$ cat config.mk
export PLATFORM = sky130hd
export DESIGN_NAME = instruction_encoder
export DESIGN_NICKNAME = d
export VERILOG_FILES = /design/src/rtl/instruction_encoder.sv
export SDC_FILE = /design/constraint.sdc
export NUM_CORES = 1
export LEC_CHECK = 0
export ABC_AREA = 1
export BUFFER_PORTS_ARGS = -buffer_cell sky130_fd_sc_hd__buf_2
export CORE_ASPECT_RATIO = 1.5
export CORE_MARGIN = 4
export CORE_UTILIZATION = 30
export CTS_CLUSTER_DIAMETER = 30
export DETAILED_ROUTE_END_ITERATION = 6
export HOLD_SLACK_MARGIN = 0.1
export SYNTH_ARGS = -nofsm -noshare
export SYNTH_HDL_FRONTEND = slang
export SYNTH_SLANG_ARGS = --single-unit
$ cat constraint.sdc
create_clock -name clk -period 1.2 [get_ports clk]
set_input_delay 0 -clock clk [delete_from_list [all_inputs] [get_ports clk]]
set_output_delay 0 -clock clk [all_outputs]
set_load 0.01 [all_outputs]
$ cat src/rtl/instruction_encoder.sv
// RV32I field packer with a one-deep valid/ready output register and word addressing.
// Optional immediate range checking is enabled by defining IMM_RANGE_CHECK_EN.
module instruction_encoder #(
    parameter int ADDR_WIDTH = 10,
    parameter logic [ADDR_WIDTH-1:0] START_ADDR = '0
) (
    input  logic                  clk,
    input  logic                  reset,
    input  logic                  flush,
    input  logic                  in_valid,
    output logic                  in_ready,
    input  logic [2:0]            format,
    input  logic [6:0]            opcode,
    input  logic [4:0]            rd,
    input  logic [2:0]            func3,
    input  logic [4:0]            rs1,
    input  logic [4:0]            rs2,
    input  logic [6:0]            func7,
    input  logic [31:0]           imm,
    output logic                  out_valid,
    input  logic                  out_ready,
    output logic [31:0]           out_instruction,
    output logic [ADDR_WIDTH-1:0] out_addr,
    output logic                  err_format,
    output logic                  err_imm
);

    localparam logic [0:0] S_EMPTY = 1'b0;
    localparam logic [0:0] S_FULL  = 1'b1;

    localparam logic [2:0] F_R = 3'd0;
    localparam logic [2:0] F_I = 3'd1;
    localparam logic [2:0] F_S = 3'd2;
    localparam logic [2:0] F_B = 3'd3;
    localparam logic [2:0] F_U = 3'd4;
    localparam logic [2:0] F_J = 3'd5;

    logic [0:0]            state;
    logic [ADDR_WIDTH-1:0] next_addr;
    logic                  accept;
    logic                  illegal;
    logic [31:0]           word;

    assign out_valid = (state == S_FULL);
    assign in_ready  = !flush && (!out_valid || out_ready);
    assign accept    = in_valid && in_ready;

    always_comb begin
        word    = 32'h0000_0013;
        illegal = 1'b0;
        unique case (1'b1)
            (format == F_R): word = {func7, rs2, rs1, func3, rd, opcode};
            (format == F_I): word = {imm[11:0], rs1, func3, rd, opcode};
            (format == F_S): word = {imm[11:5], rs2, rs1, func3,
                                     imm[4:0], opcode};
            (format == F_B): word = {imm[12], imm[10:5], rs2, rs1, func3,
                                     imm[4:1], imm[11], opcode};
            (format == F_U): word = {imm[31:12], rd, opcode};
            (format == F_J): word = {imm[20], imm[10:1], imm[11],
                                     imm[19:12], rd, opcode};
            default:         illegal = 1'b1;
        endcase
    end

    // Flush outranks accept; in_ready is already low during flush.
    always_ff @(posedge clk or posedge reset) begin
        if (reset) begin
            state           <= S_EMPTY;
            out_instruction <= '0;
            out_addr        <= START_ADDR;
            next_addr       <= START_ADDR;
        end else if (flush) begin
            state     <= S_EMPTY;
            out_addr  <= START_ADDR;
            next_addr <= START_ADDR;
        end else if (accept) begin
            state           <= S_FULL;
            out_instruction <= word;
            out_addr        <= next_addr;
            next_addr       <= next_addr + ADDR_WIDTH'(1);
        end else if (out_ready) begin
            state <= S_EMPTY;
        end
    end

    always_ff @(posedge clk or posedge reset) begin
        if (reset) begin
            err_format <= 1'b0;
        end else if (accept && illegal) begin
            err_format <= 1'b1;
        end
    end

`ifdef IMM_RANGE_CHECK_EN
    logic imm_bad;

    always_comb begin
        imm_bad = 1'b0;
        unique case (1'b1)
            (format == F_I),
            (format == F_S): imm_bad = imm[31:11] != {21{imm[11]}};
            (format == F_B): imm_bad = (imm[31:12] != {20{imm[12]}})
                                       || imm[0];
            (format == F_J): imm_bad = (imm[31:20] != {12{imm[20]}})
                                       || imm[0];
            (format == F_U): imm_bad = imm[11:0] != 12'h000;
            default:         imm_bad = 1'b0;
        endcase
    end

    always_ff @(posedge clk or posedge reset) begin
        if (reset) begin
            err_imm <= 1'b0;
        end else if (accept && imm_bad) begin
            err_imm <= 1'b1;
        end
    end
`else
    assign err_imm = 1'b0;
`endif

endmodule

== Word level (Yosys, flattened, before mapping) ==
Index checks and enable logic that the tools add are counted.

* Register bits after elaboration: 54
* Input bits: 72
* Output and inout bits: 46
* Word-level logic and storage cells: 32

* Add/subtract/negate cells: 1
* Equal/unequal tests: 5
* Multiplexer cells: 9
* Bitwise operators: 1
* Reductions and logical operators: 11

{| class="wikitable"
|+ Operators by type and width
! operator !! number
|-
| $pmux W32 S6 || 1
|-
| $mux W10 || 4
|-
| $add A10 B1 Y10 const B || 1
|-
| $eq A3 B2 Y1 const B || 2
|-
| $eq A3 B3 Y1 const B || 2
|-
| $reduce_or A6 Y1 || 1
|-
| $mux W1 || 4
|-
| $eq A3 B1 Y1 const B || 1
|-
| $logic_and A1 B1 Y1 || 3
|-
| $logic_not A3 Y1 || 1
|-
| $reduce_bool A3 Y1 || 1
|-
| $logic_not A1 Y1 || 2
|-
| $reduce_and A2 Y1 || 1
|-
| $reduce_bool A2 Y1 || 1
|-
| $logic_or A1 B1 Y1 || 1
|-
| $not A1 Y1 || 1
|}

== Logic depth before layout (Yosys ltp) ==
Gate-level depths: netlist (run 1).

* Depth in word-level cells: 6
* Depth in mapped cells: 10
* Mapped depth without buffers: 9

== Worst setup path after synthesis (run 1) ==
Ideal clock, no wire load.

* Kind: reg-to-reg
* From: register state (netlist: out_valid)
* To: register next_addr[0]
* Library setup time: 0.118 ns
* Arrival time: 1.083 ns
* Data required time: 1.082 ns
* Path slack: 0.000 ns
* Cell stages (with the launch flop): 8
* Path buffers: 1
* Clock period less this slack: 1.200 ns
* Cells stage by stage: dfrtp_1 nand2_1 nand3_4 nand2_2 inv_1 buf_4 a21oi_1 inv_1

* Word-level cells in the longest chain between the ends: 5

{| class="wikitable"
|+ Ends and longest elaborated chain
! item !! RTL line !! text
|-
| start, declared || 38 || <nowiki>logic [0:0] state;</nowiki>
|-
| start signal, assigned || 68 || <nowiki>state <= S_EMPTY;</nowiki>
|-
| start signal, assigned || 73 || <nowiki>state <= S_EMPTY;</nowiki>
|-
| start signal, assigned || 77 || <nowiki>state <= S_FULL;</nowiki>
|-
| $logic_not A1 Y1 || 45 || <nowiki>assign in_ready = !flush && (!out_valid || out_ready);</nowiki>
|-
| $logic_or A1 B1 Y1 || 45 ||
|-
| $logic_and A1 B1 Y1 || 45 ||
|-
| $logic_and A1 B1 Y1 || 46 || <nowiki>assign accept = in_valid && in_ready;</nowiki>
|-
| $reduce_bool A2 Y1 (no line) || - ||
|-
| end signal, assigned || 80 || <nowiki>next_addr <= next_addr + ADDR_WIDTH'(1);</nowiki>
|-
| end, declared || 39 || <nowiki>logic [ADDR_WIDTH-1:0] next_addr;</nowiki>
|}

No other way between the ends.
A chain may end at the register's enable or synchronous reset.

== Worst setup path after layout (run 1) ==
Ends and elaborated chain as after synthesis.

==> flow_summary.json, run 1 <==
{
  "synth_seq_area_share_pct": 48.2,
  "nets": 616,
  "avgSynthCellArea_um2": 8.04,
  "min_path_type": "input pin to register",
  "slowest_delay_ns": 0.39,
  "io_buffers": 116,
  "gr-max-usage-layer": "met2",
  "finalCritPeriodShare_pct": 102,
  "power.leakage_nw": 2.32,
  "worstSetupStartpointType": "register",
  "ys.warnings.count": 0,
  "track_usage_pct": 17.5,
  "synthSimpleGateAreaFrac_pct": 31.7,
  "cp_max_fo": 7,
  "final_hold_viol_count": 0,
  "synth_fa_ha_area_share_pct": 0.446,
  "syn-num-nets": 422,
  "grt_first_pass_wirelength_um": 15300,
  "setup_viol": 6,
  "via_per_inst": 4.74,
  "finalWorstPathRequiredPeriod_ns": 1.23,
  "grt_overflow_total": 0,
  "worstSetupEndpointType": "register",
  "vias": 3110,
  "postRouteAntennaNets": 0,
  "drv_slew": 0,
  "dpl-instance-area_um2": 3550,
  "power_mw": 4.95,
  "htreeDepth": 2,
  "grt_pass1_vias": 3245,
  "drc": 0,
  "met2_usage_pct": 30.3,
  "cp_slowest_cell": "dfrtp_1",
  "die_h_um": 126,
  "synth_top_family_by_area": "simple AND/OR/NAND/NOR gates",
  "multi_input_area_um2": 1260,
  "cp_num_buf_inv": 2,
  "die_w_um": 87.0,
  "synth_top_area_share_pct": 48.2,
  "worstMarginPinSlew_ns": 0.586,
  "boundaryPins": 118,
  "layout_setup_ws_ns": -0.0284,
  "initial_core_util_pct": 30.5,
  "synth_area_leaders": "dfrtp_1 (48%), nand2_1 (17%), o21ai_0 (3.6%)",
  "final_util_pct": 48.4,
  "ir_drop_mv": 0.753,
  "cap_violations": 0,
  "cts_buffers": 5,
  "fillers": 870,
  "use_met3_pct": 5.07,
  "synthFlopType": "dfrtp_1",
  "layout_common_cells": "nand2_1 (124), buf_2 (116), dlygate4sd3_1 (64)",
  "cts.sinks": 54,
  "use_met1_pct": 18.7,
  "clockRootBuffer": "clkbuf_16",
  "grt_antenna_before_repair": 0,
  "seqCellArea_um2": 1350,
  "row_count": 43,
  "layout_commonest_cell": "nand2_1",
  "core_um2": 9200,
  "place_ws_ns": -0.0195,
  "grt_max_degree": 55,
  "finalSetupTns_ns": -0.0443,
  "fin_area_um2": 4460,
  "layout-drive-gt1-share_pct": 34.2,
  "yosysTopAreaCell": "dfrtp_1",
  "pwr_density_cell_nw_per_um2": 1110,
  "synth_xor_area_share_pct": 0.312,
  "avgRoutedWirePerCell_um": 14.2,
  "critical_path.cell_chain": "nand2_2 > nand3_4 > nand2_4 > clkinvlp_4 > a21oi_2 > inv_1",
  "critPathKind": "register to register",
  "synth_area_um2": 2810,
  "gp_congestion": 0.862,
  "whs_ns": 0.0955,
  "first_pass_iters": 4,
  "syn-instance-count": 349,
  "tritoncts": "done",
  "drt-initial-drc-count": 100,
  "path_delay_family": "flip-flops",
  "failed_checks": "setup timing",
  "crit_required_ns": 1.39,
  "place_hpwl_um": 6040,
  "routed_wl_um": 9290,
  "synth_edf_count": 0,
  "max_clock_freq_ghz": 0.814,
  "die-area_um2": 11000,
  "diodes": 0,
  "clk_latency_ns": 0.29,
  "async_reset_ff_share_pct": 100,
  "stdcell_count": 656,
  "grt_setup_unrepaired": "true",
  "status": "finished, violations left",
  "synth_mux_area_share_pct": 0,
  "cts_buffer_depth": 2,
  "clk_pin_slew_ns": 0.07,
  "yosys_register_bits": 54,
  "skew_ns": 0.00252,
  "arrival_ns": 1.42,
  "area_growth_pct": 58.9,
  "synth_compound_gate_area_share_pct": 11.1,
  "synthDistinctLibCells": 33,
  "dp_cells": 577,
  "slew_headroom_pct": 60.7
}
==> cells in the mapped netlist (2+ instances only) <==
cell	number
a21boi_1	6
a21o_1	4
a21oi_1	9
a2bb2oi_1	2
buf_2	4
buf_4	5
buf_6	3
dfrtp_1	54
inv_1	23
inv_2	4
inv_4	2
nand2_1	126
nand2_2	13
nand2_4	2
nand3_1	19
nand3_2	5
nand4_1	8
nor2_1	16
o21ai_0	20
o21ai_1	8
o22ai_1	4
==> worst reg2reg max path: stages, from the launching register on <==
cell and delay (ns):
dfrtp_1 0.39, nand2_2 0.10, nand3_4 0.13, nand2_4 0.13
clkinvlp_4 0.18, a21oi_2 0.15, inv_1 0.04
==> cell type report <==
class	count	area share, %
multi-input combinational	252	28.3
clock inverter	2	0.870
timing repair inverter	1	0.168
tap	112	3.14
clock buffer	6	3.12
timing repair buffer	200	31.3
inverter	29	2.78
sequential	54	30.3
==> registers in the layout, indices dropped and copies added (netlist names) <==
signal and flops:
out_instruction 32, err_format 1, next_addr 10, out_valid 1, out_addr 10
==> power breakdown <==
part / switching, mW / internal, mW
logic: 0.590 / 0.537
registers: 0.100 / 2.00
clock network: 0.679 / 1.05
total: 1.37 / 3.58
==> cells by family (layout without fill, tap and decap cells) <==
logic type                 count (synthesis)  after routing
xor gates and xnor gates                   1              1
DFF                                       54             54
and+or+nand+nor                          195            195
other                                      1              1
AOI/OAI and AO/OA                         54             54
buffers and inverters                     43            238
adders and majority gates                  1              1
==> metal layers <==
metal,up-vias,wire length (um)
met2,126,4870
li1,1512,-
met1,1438,3350
met3,34,631
met4,0,430
met5,-,0
==> worst paths after layout <==
path | slack, ns | cells after the start | end | start
worst max-delay path | -0.03 | 6 | next_addr[0] | out_valid
min in group asynchronous | 0.31 | 4 | out_instruction[17] | reset
max in group asynchronous | 0.62 | 4 | out_addr[0] | reset
worst min-delay path | 0.1 | 4 | next_addr[8] | flush
worst min register to register | 0.48 | 2 | out_addr[4] | out_addr[4]
worst max register to register | -0.03 | 6 | next_addr[0] | out_valid
==> repair_timing <==
action / 4_1_cts / 5_1_grt
hold buffers: 64 / 0
cloned: 1 / 0
setup endpoints to repair: 3 / 39
pin swaps: 1 / 15
setup buffers: 0 / 6
resized for setup: 5 / 21
hold endpoints to repair: 86 / 0
No activity file was read; power rests on OpenSTA's default activity.
==> inputs of run 2 (changes only) <==
--- a/config.mk
+++ b/config.mk
@@ -6,12 +6,13 @@
 export NUM_CORES = 1
 export LEC_CHECK = 0
 export ABC_AREA = 1
-export BUFFER_PORTS_ARGS = -buffer_cell sky130_fd_sc_hd__buf_2
 export CORE_ASPECT_RATIO = 1.5
 export CORE_MARGIN = 4
 export CORE_UTILIZATION = 30
 export CTS_CLUSTER_DIAMETER = 30
+export CTS_CLUSTER_SIZE = 16
 export DETAILED_ROUTE_END_ITERATION = 6
+export DONT_BUFFER_PORTS = 1
 export HOLD_SLACK_MARGIN = 0.1
 export SYNTH_ARGS = -nofsm -noshare
 export SYNTH_HDL_FRONTEND = slang
==> run 2 against run 1 <==
The run still ends with setup timing left. Register-to-register slack barely moved. Clock power fell by 17%. Combinational power fell by 27%. Fmax fell by 0.36%. Sequential power rose by 7%. Sequential cell count did not move. Critical path type unchanged. Critical endpoint unchanged. Largest cell class is now sequential cells. Largest power group unchanged. Highest routed layer unchanged.
==> flow_summary.json, run 2 (synthesis results as in run 1) <==
{
  "status": "finished, violations left",
  "failed_checks": "setup timing",
  "grt_max_degree": 55,
  "slowest_delay_ns": 0.39,
  "gp_congestion": 0.814,
  "track_usage_pct": 17.2,
  "whs_ns": 0.0564,
  "layout-drive-gt1-share_pct": 17.2,
  "cts.sinks": 54,
  "vias": 2851,
  "cts_buffer_depth": 2,
  "endpoint": "next_addr[0]",
  "min_path_type": "input pin to register",
  "cts_buffers": 5,
  "area_growth_pct": 45.5,
  "power.leakage_nw": 1.90,
  "drt-initial-drc-count": 128,
  "core_um2": 9200,
  "r2r-start": "out_valid",
  "largest_reg_flops": 32,
  "ir_drop_mv": 0.511,
  "stdcell_count": 555,
  "die_h_um": 126,
  "first_pass_iters": 4,
  "clockRootBuffer": "clkbuf_16",
  "dp_cells": 462,
  "grt_antenna_before_repair": 0,
  "boundaryPins": 118,
  "layout_common_cells": "nand2_1 (121), dlygate4sd3_1 (81), dfrtp_1 (54)",
  "via_per_inst": 5.14,
  "htreeDepth": 2,
  "worstReg2RegEnd": "next_addr[0]",
  "nets": 516,
  "reg2reg_slack_ns": -0.03,
  "drc": 0,
  "arrival_ns": 1.42,
  "tritoncts": "done",
  "worstSetupStartpointType": "register",
  "die-area_um2": 11000,
  "worstSetupEndpointType": "register",
  "layout_setup_ws_ns": -0.0328,
  "place_hpwl_um": 5730,
  "initial_core_util_pct": 30.5,
  "cp_max_fo": 7,
  "avgRoutedWirePerCell_um": 17.1,
  "rr_worst_depth": 6,
  "die_w_um": 87.0,
  "grt_setup_unrepaired": "true",
  "crit_required_ns": 1.39,
  "setup_viol": 7,
  "grt_overflow_total": 0,
  "diodes": 0,
  "place_ws_ns": -0.0544,
  "postRouteAntennaNets": 0,
  "final_util_pct": 44.4,
  "row_count": 43,
  "cp_slowest_cell": "dfrtp_1",
  "drv_slew": 0,
  "cap_violations": 0,
  "reg.largest.list": "out_instruction (32), next_addr (10), out_addr (10)",
  "critical_path.cell_chain": "nand2_2 > nand3_4 > nand2_4 > clkinvlp_4 > a21oi_2 > inv_1",
  "top_register": "out_instruction",
  "io_buffers": 0,
  "skew_ns": 0.00851,
  "critPathKind": "register to register",
  "finalCritPeriodShare_pct": 103,
  "grt_pass1_vias": 2968,
  "fillers": 814,
  "pwr_density_cell_nw_per_um2": 1100,
  "routed_wl_um": 9510,
  "clk_pin_slew_ns": 0.07,
  "critPathLaunch": "out_valid",
  "finalWorstPathRequiredPeriod_ns": 1.23,
  "max_clock_freq_ghz": 0.811,
  "clk_latency_ns": 0.29,
  "final_hold_viol_count": 0,
  "layout_commonest_cell": "nand2_1",
  "grt_first_pass_wirelength_um": 14800
}
[run 2: how the worst min path moves through the flow]
stage	end	slack (ns)	depth (start not counted)	startpoint
after floorplan	in_ready	0.05	1	flush
after global routing	out_instruction[22]	0.09	5	format[1]
after global placement	out_instruction[18]	-0.03	2	reset
after detailed placement	out_instruction[17]	-0.02	2	reset
after CTS	out_valid	-0.24	1	flush
final	out_instruction[22]	0.06	5	format[1]
[run 2: area by class of cell]
class | count | area (um2) | area share, %
sequential | 54 | 1350 | 33.1
multi-input combinational | 252 | 1310 | 32.1
timing repair buffer | 100 | 1010 | 24.8
tap | 112 | 140 | 3.43
clock buffer | 5 | 125 | 3.06
inverter | 29 | 121 | 2.97
clock inverter | 2 | 15.0 | 0.368
timing repair inverter | 1 | 7.51 | 0.184
[run 2: metal layers]
layer  share of wire, %  up-vias  global-route usage [%]
li1                   -     1306                       -
met1                 34     1348                    17.3
met2                 54      150                    31.3
met3                6.8       47                    4.42
met4                5.1        0                    9.36
met5                  0        -                       0
[run 2: critical path, delay by kind of cell, from the launching register on]
kind,cells,cell delay [ns]
buf+inv,2,0.23
compound gates,1,0.16
flops,1,0.39
simple gates,3,0.36
[run 2: power by group]
group          switching (mW)  internal, mW  leakage [nW]
Sequential              0.242          2.00         0.700
Clock                   0.668         0.763        0.0619
Combinational           0.412         0.410          1.13
[run 2: timing repair]
action                     4_1_cts  5_1_grt
setup endpoints to repair       17       42
hold buffers                    77       17
hold endpoints to repair        97       10
cloned                           1        0
buffers inserted                 0        3
pin swaps                        7       14
resized for setup               13       27
[run 2: through the flow]
step / instance area, um2 / setup TNS [ns] / power (mW)
global route: 4080 / -2.26 / 4.71
global placement: 3000 / -0.00126 / 2.77
finish: 4080 / -0.105 / 4.49
CTS: 3940 / -0.256 / 4.48
floorplan: 2810 / 0 / 2.61
detailed placement: 3000 / -0.259 / 2.79
==> inputs of run 3 (changes only) <==
--- a/config.mk
+++ b/config.mk
@@ -8,12 +8,14 @@
 export ABC_AREA = 1
 export CORE_ASPECT_RATIO = 1.5
 export CORE_MARGIN = 4
-export CORE_UTILIZATION = 30
-export CTS_CLUSTER_DIAMETER = 30
+export CORE_UTILIZATION = 57
+export CTS_CLUSTER_DIAMETER = 200
 export CTS_CLUSTER_SIZE = 16
 export DETAILED_ROUTE_END_ITERATION = 6
 export DONT_BUFFER_PORTS = 1
 export HOLD_SLACK_MARGIN = 0.1
+export PLACE_DENSITY = 0.75
+export REMOVE_ABC_BUFFERS = 1
 export SYNTH_ARGS = -nofsm -noshare
 export SYNTH_HDL_FRONTEND = slang
 export SYNTH_SLANG_ARGS = --single-unit
==> run 3 against run 2 <==
Sequential power about the same. Clock power down 15%. Utilization up 41 points. Die area down 44%. Sequential cell count unchanged. Critical path depth unchanged. Sequential share of layout area down 0.30 points. Fmax down 3.8%. Non-clock buffer count up 1. The run ends with hold timing, setup timing left. Worst hold slack worse by 0.21 ns.
==> flow_summary.json, run 3 (synthesis results as in run 1) <==
{
  "worstSetupEndpointType": "register",
  "clk_pin_slew_ns": 0.10,
  "p_comb_share_pct": 20.9,
  "place_hpwl_um": 4950,
  "seqCellArea_um2": 1350,
  "clk_latency_ns": 0.30,
  "clockRootBuffer": "clkbuf_8",
  "failed_checks": "hold timing, setup timing",
  "area_growth_pct": 46.9,
  "via_per_inst": 5.91,
  "drc": 0,
  "track_usage_pct": 30.0,
  "drv_slew": 0,
  "cts_buffer_depth": 2,
  "grt_overflow_total": 0,
  "status": "finished, violations left",
  "grt_max_degree": 38,
  "final_hold_viol_count": 1,
  "cap_violations": 0,
  "pwr_density_cell_nw_per_um2": 1060,
  "layout_common_cells": "nand2_1 (108), dlygate4sd3_1 (78), dfrtp_1 (54)",
  "critPathLaunch": "out_valid",
  "hold_path_startpoint": "in_valid",
  "finalCritPeriodShare_pct": 107,
  "largest_reg_flops": 32,
  "row_count": 31,
  "cp_max_fo": 7,
  "ir_drop_mv": 0.635,
  "fillers": 270,
  "internal_power_mw": 3.07,
  "tritoncts": "done",
  "cts_buffers": 5,
  "critical_path.cell_chain": "nand2_2 > nand3_4 > nand2_4 > clkinvlp_4 > a21oi_2 > inv_1",
  "layout_setup_ws_ns": -0.0816,
  "layout-drive-gt1-share_pct": 22.0,
  "min_path_type": "input pin to register",
  "power_mw": 4.37,
  "path_delay_family": "flip-flops",
  "htreeDepth": 2,
  "grt_pass1_vias": 2984,
  "p_sw_mw": 1.30,
  "grt_antenna_before_repair": 1,
  "power.leakage_nw": 1.94,
  "cp_slowest_cell": "dfrtp_1",
  "cp_num_buf_inv": 2,
  "boundaryPins": 118,
  "initial_core_util_pct": 58.3,
  "routed_wl_um": 9950,
  "finalWorstPathRequiredPeriod_ns": 1.28,
  "worstSetupStartpointType": "register",
  "cts.sinks": 54,
  "grt_setup_unrepaired": "true",
  "top_register": "out_instruction",
  "whs_ns": -0.158,
  "p_sw_share_pct": 29.8,
  "layout_commonest_cell": "nand2_1",
  "io_buffers": 0,
  "multi_input_area_um2": 1400,
  "die_w_um": 65.3,
  "die_h_um": 93.9,
  "crit_required_ns": 1.41,
  "critPathKind": "register to register",
  "nets": 517,
  "arrival_ns": 1.49,
  "first_pass_iters": 5,
  "r2r-start": "out_valid",
  "setup_viol": 28,
  "gp_congestion": 0.942,
  "place_ws_ns": -0.0564,
  "postRouteAntennaNets": 0,
  "drt-initial-drc-count": 250,
  "die-area_um2": 6130,
  "core_um2": 4810,
  "avgRoutedWirePerCell_um": 19.4,
  "grt_first_pass_wirelength_um": 14200,
  "seqPwrFrac_pct": 51.5,
  "vias": 3030,
  "max_clock_freq_ghz": 0.780,
  "reg.largest.list": "out_instruction (32), next_addr (10), out_addr (10)",
  "slowest_delay_ns": 0.40,
  "power_frac_clock_pct": 27.6,
  "skew_ns": 0.00530
}
run 3: worst reg2reg max path: stages (launching register included):
cell and delay, ns:
dfrtp_1 0.40, nand2_2 0.10, nand3_4 0.13, nand2_4 0.14, clkinvlp_4 0.20, a21oi_2 0.17, inv_1 0.05
run 3: per-layer routing:
| layer | share of wire [%] | track usage, % | vias to the layer above |
|---|---|---|---|
| li1 | - | - | 1317 |
| met4 | 6.4 | 16.3 | 0 |
| met3 | 7.0 | 5.15 | 64 |
| met1 | 33 | 32.9 | 1449 |
| met5 | 0 | 0 | - |
| met2 | 53 | 53.8 | 200 |
run 3: repair_timing:
item	CTS	global route
buffers inserted	1	2
endpoints found under the setup margin	17	49
endpoints found under the hold margin	97	9
hold buffers	80	8
pin swaps	6	25
resized for setup	12	60
gates cloned	1	3
run 3: worst paths after layout:
path / cells past startpoint / slack [ns] / to
max in group asynchronous: 3 / 0.81 / out_instruction[30]
min in group asynchronous: 3 / 0.18 / out_instruction[1]
setup reg to reg: 6 / -0.08 / next_addr[0]
hold / removal: 2 / -0.16 / out_valid
setup / recovery: 6 / -0.08 / next_addr[0]
hold reg to reg: 2 / 0.53 / next_addr[9]
run 3: per-stage QoR:
step	instances	util, %	hold WS, ns	area (um2)	setup TNS, ns
final	513	85.7	-0.158	4120	-0.633
after global routing	512	85.6	-0.150	4120	-3.69
after CTS	505	79.8	-0.253	3840	-0.270
after detailed placement	415	60.1	-0.0654	2890	-0.265
after global placement	415	60.1	-0.0676	2890	-0.0360
after floorplan	335	-	0.0475	2690	-17.19
run 3: final cells by class:
type,count,area share (%)
sequential,54,32.8
inverter,29,2.85
antenna,2,0.121
timing repair buffer,101,25.4
multi-input combinational,252,34.0
clock inverter,3,0.972
timing repair inverter,1,0.182
tap,66,2.00
clock buffer,5,1.67
run 3: power groups by stage:
stage | registers, mW | clock network (mW) | logic, mW
2_1_floorplan | 2.21 | 0 | 0.357
3_3_place_gp | 2.25 | 0 | 0.471
3_5_place_dp | 2.25 | 0 | 0.490
4_1_cts | 2.22 | 1.22 | 0.739
5_1_grt | 2.26 | 1.28 | 0.985
6_report | 2.25 | 1.21 | 0.913
